**src/rtl/pallet_ctrl.sv**
```systemverilog
// pallet_ctrl: port-A controller for the 256x12 VGA palette RAM.
//
// Shares palette port A between the CPU bus and a sweep engine. The sweep
// engine fills every entry with one colour, or (optionally) fades every entry
// by one step per colour nibble. CPU accesses always win; a sweep step that
// collides with a CPU access is stalled for that cycle.
//
// Optional feature: define PALLET_FADE_EN to compile in the fade sweep. When
// undefined, fade_start is accepted on the port but has no effect.
//
// Ports:
//   clk, rst_n               clock, asynchronous active-low reset
//   cpu_req/we/addr/wdata    CPU access request (one access per cycle)
//   cpu_ack, cpu_rdata       registered completion and read data
//   fill_start, fill_color   start a fill sweep with the given colour
//   fade_start               start a fade sweep (PALLET_FADE_EN only)
//   busy, done               sweep in progress / one-cycle completion pulse
//   pal_wena/addra/din       palette port A controls
//   pal_douta                palette port A combinational read data
module pallet_ctrl #(
  parameter int unsigned ENTRIES = 256
) (
  input  logic        clk,
  input  logic        rst_n,
  input  logic        cpu_req,
  input  logic        cpu_we,
  input  logic [7:0]  cpu_addr,
  input  logic [11:0] cpu_wdata,
  output logic        cpu_ack,
  output logic [11:0] cpu_rdata,
  input  logic        fill_start,
  input  logic [11:0] fill_color,
  input  logic        fade_start,
  output logic        busy,
  output logic        done,
  output logic        pal_wena,
  output logic [7:0]  pal_addra,
  output logic [11:0] pal_din,
  input  logic [11:0] pal_douta
);

  localparam logic [7:0] LastIdx = 8'(ENTRIES - 1);

  typedef enum logic [1:0] {
    StIdle,
    StFill,
    StFade
  } state_e;

  state_e      state_q, state_d;
  logic [7:0]  idx_q, idx_d;
  logic [11:0] color_q, color_d;
  logic        ack_q;
  logic [11:0] rdata_q, rdata_d;
  logic        done_q, done_d;
  logic        sweep_step;

`ifdef PALLET_FADE_EN
  // Per-nibble decrement that sticks at zero.
  function automatic logic [11:0] sat_dec(input logic [11:0] c);
    logic [11:0] r;
    for (int i = 0; i < 3; i++) begin
      r[i*4 +: 4] = (c[i*4 +: 4] == 4'h0) ? 4'h0 : c[i*4 +: 4] - 4'h1;
    end
    return r;
  endfunction
`else
  logic unused_fade_start;
  assign unused_fade_start = fade_start;
`endif

  always_comb begin
    state_d    = state_q;
    idx_d      = idx_q;
    color_d    = color_q;
    done_d     = 1'b0;
    sweep_step = 1'b0;
    pal_wena   = 1'b0;
    pal_addra  = 8'h00;
    pal_din    = 12'h000;

    case (state_q)
      StIdle: begin
        if (fill_start) begin
          state_d = StFill;
          idx_d   = 8'h00;
          color_d = fill_color;
`ifdef PALLET_FADE_EN
        end else if (fade_start) begin
          state_d = StFade;
          idx_d   = 8'h00;
`endif
        end
      end
      StFill: begin
        if (!cpu_req) begin
          pal_wena   = 1'b1;
          pal_addra  = idx_q;
          pal_din    = color_q;
          sweep_step = 1'b1;
        end
      end
`ifdef PALLET_FADE_EN
      StFade: begin
        // With no CPU access, port A reads idx_q, so pal_douta is the old entry.
        if (!cpu_req) begin
          pal_wena   = 1'b1;
          pal_addra  = idx_q;
          pal_din    = sat_dec(pal_douta);
          sweep_step = 1'b1;
        end
      end
`endif
      default: state_d = StIdle;
    endcase

    if (sweep_step) begin
      idx_d = idx_q + 8'h01;
      if (idx_q == LastIdx) begin
        state_d = StIdle;
        done_d  = 1'b1;
      end
    end

    // CPU owns port A whenever it requests.
    if (cpu_req) begin
      pal_wena  = cpu_we;
      pal_addra = cpu_addr;
      pal_din   = cpu_wdata;
    end
  end

  assign rdata_d = (cpu_req && !cpu_we) ? pal_douta : rdata_q;

  always_ff @(posedge clk or negedge rst_n) begin
    if (!rst_n) begin
      state_q <= StIdle;
      idx_q   <= 8'h00;
      color_q <= 12'h000;
      ack_q   <= 1'b0;
      rdata_q <= 12'h000;
      done_q  <= 1'b0;
    end else begin
      state_q <= state_d;
      idx_q   <= idx_d;
      color_q <= color_d;
      ack_q   <= cpu_req;
      rdata_q <= rdata_d;
      done_q  <= done_d;
    end
  end

  assign cpu_ack   = ack_q;
  assign cpu_rdata = rdata_q;
  assign busy      = (state_q != StIdle);
  assign done      = done_q;

endmodule

```
**config.mk**
```make
export PLATFORM = sky130hd
export DESIGN_NAME = pallet_ctrl
export DESIGN_NICKNAME = d
export VERILOG_FILES = /design/src/rtl/pallet_ctrl.sv
export SDC_FILE = /design/constraint.sdc
export NUM_CORES = 1
export LEC_CHECK = 0
export CAP_MARGIN = 20
export CORE_MARGIN = 3
export CORE_UTILIZATION = 37
export CTS_BUF_LIST = sky130_fd_sc_hd__clkbuf_8
export DETAILED_ROUTE_END_ITERATION = 12
export GPL_TIMING_DRIVEN = 0
export PLACE_DENSITY = 0.78
export SLEW_MARGIN = 0
export SYNTH_ARGS = -nofsm -noshare
export SYNTH_HDL_FRONTEND = slang
export SYNTH_SLANG_ARGS = --single-unit
```
**constraint.sdc**
```tcl
create_clock -name clk -period 2.3 [get_ports clk]
set_input_delay 0.69 -clock clk [delete_from_list [all_inputs] [get_ports clk]]
set_output_delay 0.69 -clock clk [all_outputs]
set_load 0.05 [all_outputs]
```
### After elaboration in Yosys (flattened, before gate mapping)

Cells that the tools add are included.

| word-level totals | value |
|---|---|
| flip-flop bits (word level) | 36 |
| latch bits | 0 |
| bits in writable memories | 0 |
| bits in read-only memories | 0 |
| input port bits | 50 |
| output and inout bits | 36 |
| logic and storage cells | 34 |
| memories kept | 0 |

| operators by class | value |
|---|---|
| $add $sub $neg | 1 |
| $mul | 0 |
| div/mod/pow operators | 0 |
| order comparisons | 0 |
| eq/ne operators | 2 |
| shift operators | 0 |
| mux-type cells | 17 |
| bitwise logic cells | 0 |
| reductions and logical operators | 8 |

Operators by type and width:

| kind | count |
|---|---|
| $mux 8 | 5 |
| $mux 12 | 2 |
| $add 8x1->8 const B | 1 |
| $eq 8x8->1 const B | 1 |
| $mux 1 | 6 |
| $mux 2 | 3 |
| $reduce_bool 2->1 | 3 |
| $pmux 2 s2 | 1 |
| $reduce_and 2->1 | 2 |
| $eq 2x1->1 const B | 1 |
| $logic_not 2->1 | 1 |
| $logic_and 1x1->1 | 1 |
| $logic_not 1->1 | 1 |

### Logic depth before layout (Yosys ltp)

| logic depth | value |
|---|---|
| depth after elaboration | 4 |
| gate-level depth with buffers | 5 |
| depth with buffers taken out | 4 |

### Worst setup path after synthesis

No wires, ideal clock.

| path | value |
|---|---|
| path type | in2out |
| start point | input port cpu_req |
| end point | output port pal_addra[1] |
| data arrival time | 2.377 ns |
| required time | 1.610 ns |
| path slack | -0.767 ns |
| stages on the path | 4 |
| buffers on the path | 2 |
| cells stage by stage | buf_6 -> or3b_1 -> buf_2 -> o21ai_0 |

| on the way | value |
|---|---|
| cells in the longest elaborated chain, start to end | 1 |

Ends and longest elaborated chain:

| what | RTL line | source |
|---|---|---|
| start: declaration | 25 | `input logic cpu_req,` |
| $mux 8 | 126 | `if (cpu_req) begin` |
| end: declaration | 37 | `output logic [7:0] pal_addra,` |

No other way between the ends.

### Worst setup path after layout

| path | value |
|---|---|
| start point | input port cpu_req |
| end point | output port pal_addra[3] |

Same word-level chain as after synthesis.

==> qor.yml <==
synth_area_per_cell_sq_um: 10.5
fin_skew_ps: 5.03
setup_viol: 0
die_area_sq_um: 5380
outcome: "finished, final reports clean"
netlist.area_leader.share: 0.537
rsz0062_at_grt: "true"
vias_per_cell: 5.07
endpoint: "pal_addra[3]"
critPathLaunchType: "primary input"
cts_tree: "done"
critPathMaxFanout: 7
layout_min_cycle_time_ps: 2260
cp.required_ps: 1610
routed-via-count: 1556
die_w_um: 73.4
cp-end-kind: "primary output"
core_region_area_sq_um: 4170
clock-sinks: 36
nNetsFinal: 307
synth_top_cell_by_area: "dfrtp_1"
synth_common_cells: "nand2_1 (47), dfrtp_1 (36), a22o_1 (19)"
clk_latency_ps: 290
synthesis.nets: 211
drc: 0
hold_class: "primary input to asynchronous set/reset pin"
drt_first_pass_iters: 4
synth.area.top_cells: "dfrtp_1 (54%), nand2_1 (11%), a22o_1 (9.9%)"
drt_iter0_markers: 103
h-tree-depth: 2
diodes: 0
async_flop_share: 1.00
yosysMostFrequentCell: "nand2_1"
tightest_slew_ps: 802
die_h_um: 73.4
synth-edff-count: 0
grt_pass1_wl_um: 7470
syn_area_sq_um: 1680
hold_ws_ps: 483
setup_tns_ps: 0
ys_dominant_reg_cell: "dfrtp_1"
finalCritPeriodShare: 0.984
power_density_nw_per_um2: 661
seq_area_frac_synth: 0.537
r2r-start: "state_q[0]$_DFF_PN0_"
irDropWorstVdd_uv: 449
routedWlPerCell_um: 15.5
ant_nets: 0
drive_above_1_share: 0.288
drv_cap: 0
setup.worst_path.class: "primary input to primary output"
crit_start: "cpu_req"
cts.path.max_buffers: 2
io_pins: 86
antenna_found_initial: 0
p_leak_nw: 1.39
area_growth_syn_to_layout_pct: 78.4
routed_wl_um: 4770
grt_max_degree: 37
ys_types: 29
slew_headroom: 0.465
start_util: 0.402
final_util: 0.718
hold_viol: 0
fillers: 317
grtUsageTotal: 0.181
finalInstanceArea_sq_um: 3000
ctsHoldBuffers: 0
place_area_sq_um: 2640
gp_congestion: 0.778
rows: 23
overflow: 0
numCtsBuffers: 5
io_buffers: 84
yosys_warnings: 0
r2r-end: "color_q[3]$_DFFE_PN0P_"
slew_viol_final: 0
reg2regPathDepth: 5
synthCells: 160
cts_root_buf: "clkbuf_8"
fmax_ghz: 0.442
grt_pass1_vias: 1587
post-dp-hpwl_um: 3310
ys_ff_latch: 36
arrival_ps: 1570
regToRegSetupSlack_ps: 590
path_clk_slew_ps: 70
==> layout make-up <==
| cell class | instances | area [sq um] | share of cell area |
|---|---|---|---|
| Buffer | 8 | 66.3 | 0.0221 |
| Clock buffer | 7 | 96.3 | 0.0322 |
| Clock inverter | 1 | 30.0 | 0.0100 |
| Inverter | 2 | 7.51 | 0.00251 |
| Multi-Input combinational cell | 112 | 872 | 0.291 |
| Sequential cell | 36 | 902 | 0.301 |
| Tap cell | 50 | 62.6 | 0.0209 |
| Timing Repair Buffer | 91 | 958 | 0.320 |
==> logic make-up (layout without fill, tap and decap cells) <==
family / count (synthesis) / in the layout / synth area share
simple gates: 67 / 67 / 0.183
flops: 36 / 36 / 0.537
compound gates: 26 / 26 / 0.127
mux: 17 / 17 / 0.111
buf+inv: 12 / 109 / 0.0328
fa+ha+maj: 1 / 1 / 0.00745
other cells: 1 / 1 / 0.00223
==> metrics by stage <==
step,power (mW),worst slack (ps),std cells
floorplan,1.10,-74.9,160
global placement,1.33,-1390,294
detailed placement,1.34,-1410,294
CTS,1.99,-6.17,307
global route,2.07,-2.64,307
finish,1.98,37.5,307
==> worst max-delay path: stages <==
cell and delay, ps:
buf_8 110, nor3b_4 160, buf_6 170, clkbuf_16 150, a22o_2 130, buf_6 150
==> cell usage in the layout, fill, tap and decap left out, types with 2 or more instances in the layout <==
cell type / synthesis / routed
clkdlybuf4s50_1: 0 / 60
nand2_1: 47 / 46
dfrtp_1: 36 / 35
a22o_4: 0 / 14
buf_8: 0 / 14
buf_6: 1 / 9
mux2_2: 7 / 7
clkbuf_8: 0 / 7
nand3_1: 6 / 6
mux2_1: 6 / 6
buf_4: 0 / 5
mux2i_1: 4 / 4
buf_2: 2 / 4
a22o_2: 0 / 3
clkbuf_1: 7 / 3
inv_1: 2 / 2
and4_1: 2 / 2
nor2_1: 2 / 2
clkbuf_2: 0 / 2
a22o_1: 19 / 2
and2_1: 2 / 2
o21ai_0: 3 / 2
==> where the power goes <==
part           internal (mW)  switching [mW]
logic                  0.274           0.340
clock network          0.382           0.221
registers              0.709          0.0544
==> sequential cells by signal, summed over array words and instances, names as in the netlist <==
signal and cells:
color_q 12, cpu_ack 1, cpu_rdata 12, done 1
idx_q 8, state_q 2
==> worst min path at each step <==
stage | endpoint | slack, ps
2_1_floorplan | color_q[0]$_DFFE_PN0P_ | 390
3_3_place_gp | color_q[3]$_DFFE_PN0P_ | 460
3_5_place_dp | color_q[3]$_DFFE_PN0P_ | 460
4_1_cts | color_q[9]$_DFFE_PN0P_ | 490
5_1_grt | cpu_rdata[11]$_DFFE_PN0P_ | 500
6_report | idx_q[5]$_DFFE_PN0P_ | 480
==> timing repair <==
action | CTS | global route
endpoints found under the setup margin | 22 | 11
gates resized for setup | 179 | 9
cloned | 1 | 1
pin swaps | 2 | 1
buffers inserted | 5 | 0
==> metal layers <==
metal	routed length, um	part of all wire	GRT usage
met3	418	0.088	0.0711
met5	0	0	0
met2	2310	0.49	0.293
met4	56	0.012	0.0483
met1	1980	0.41	0.227
(Power assumes the default switching activity.)
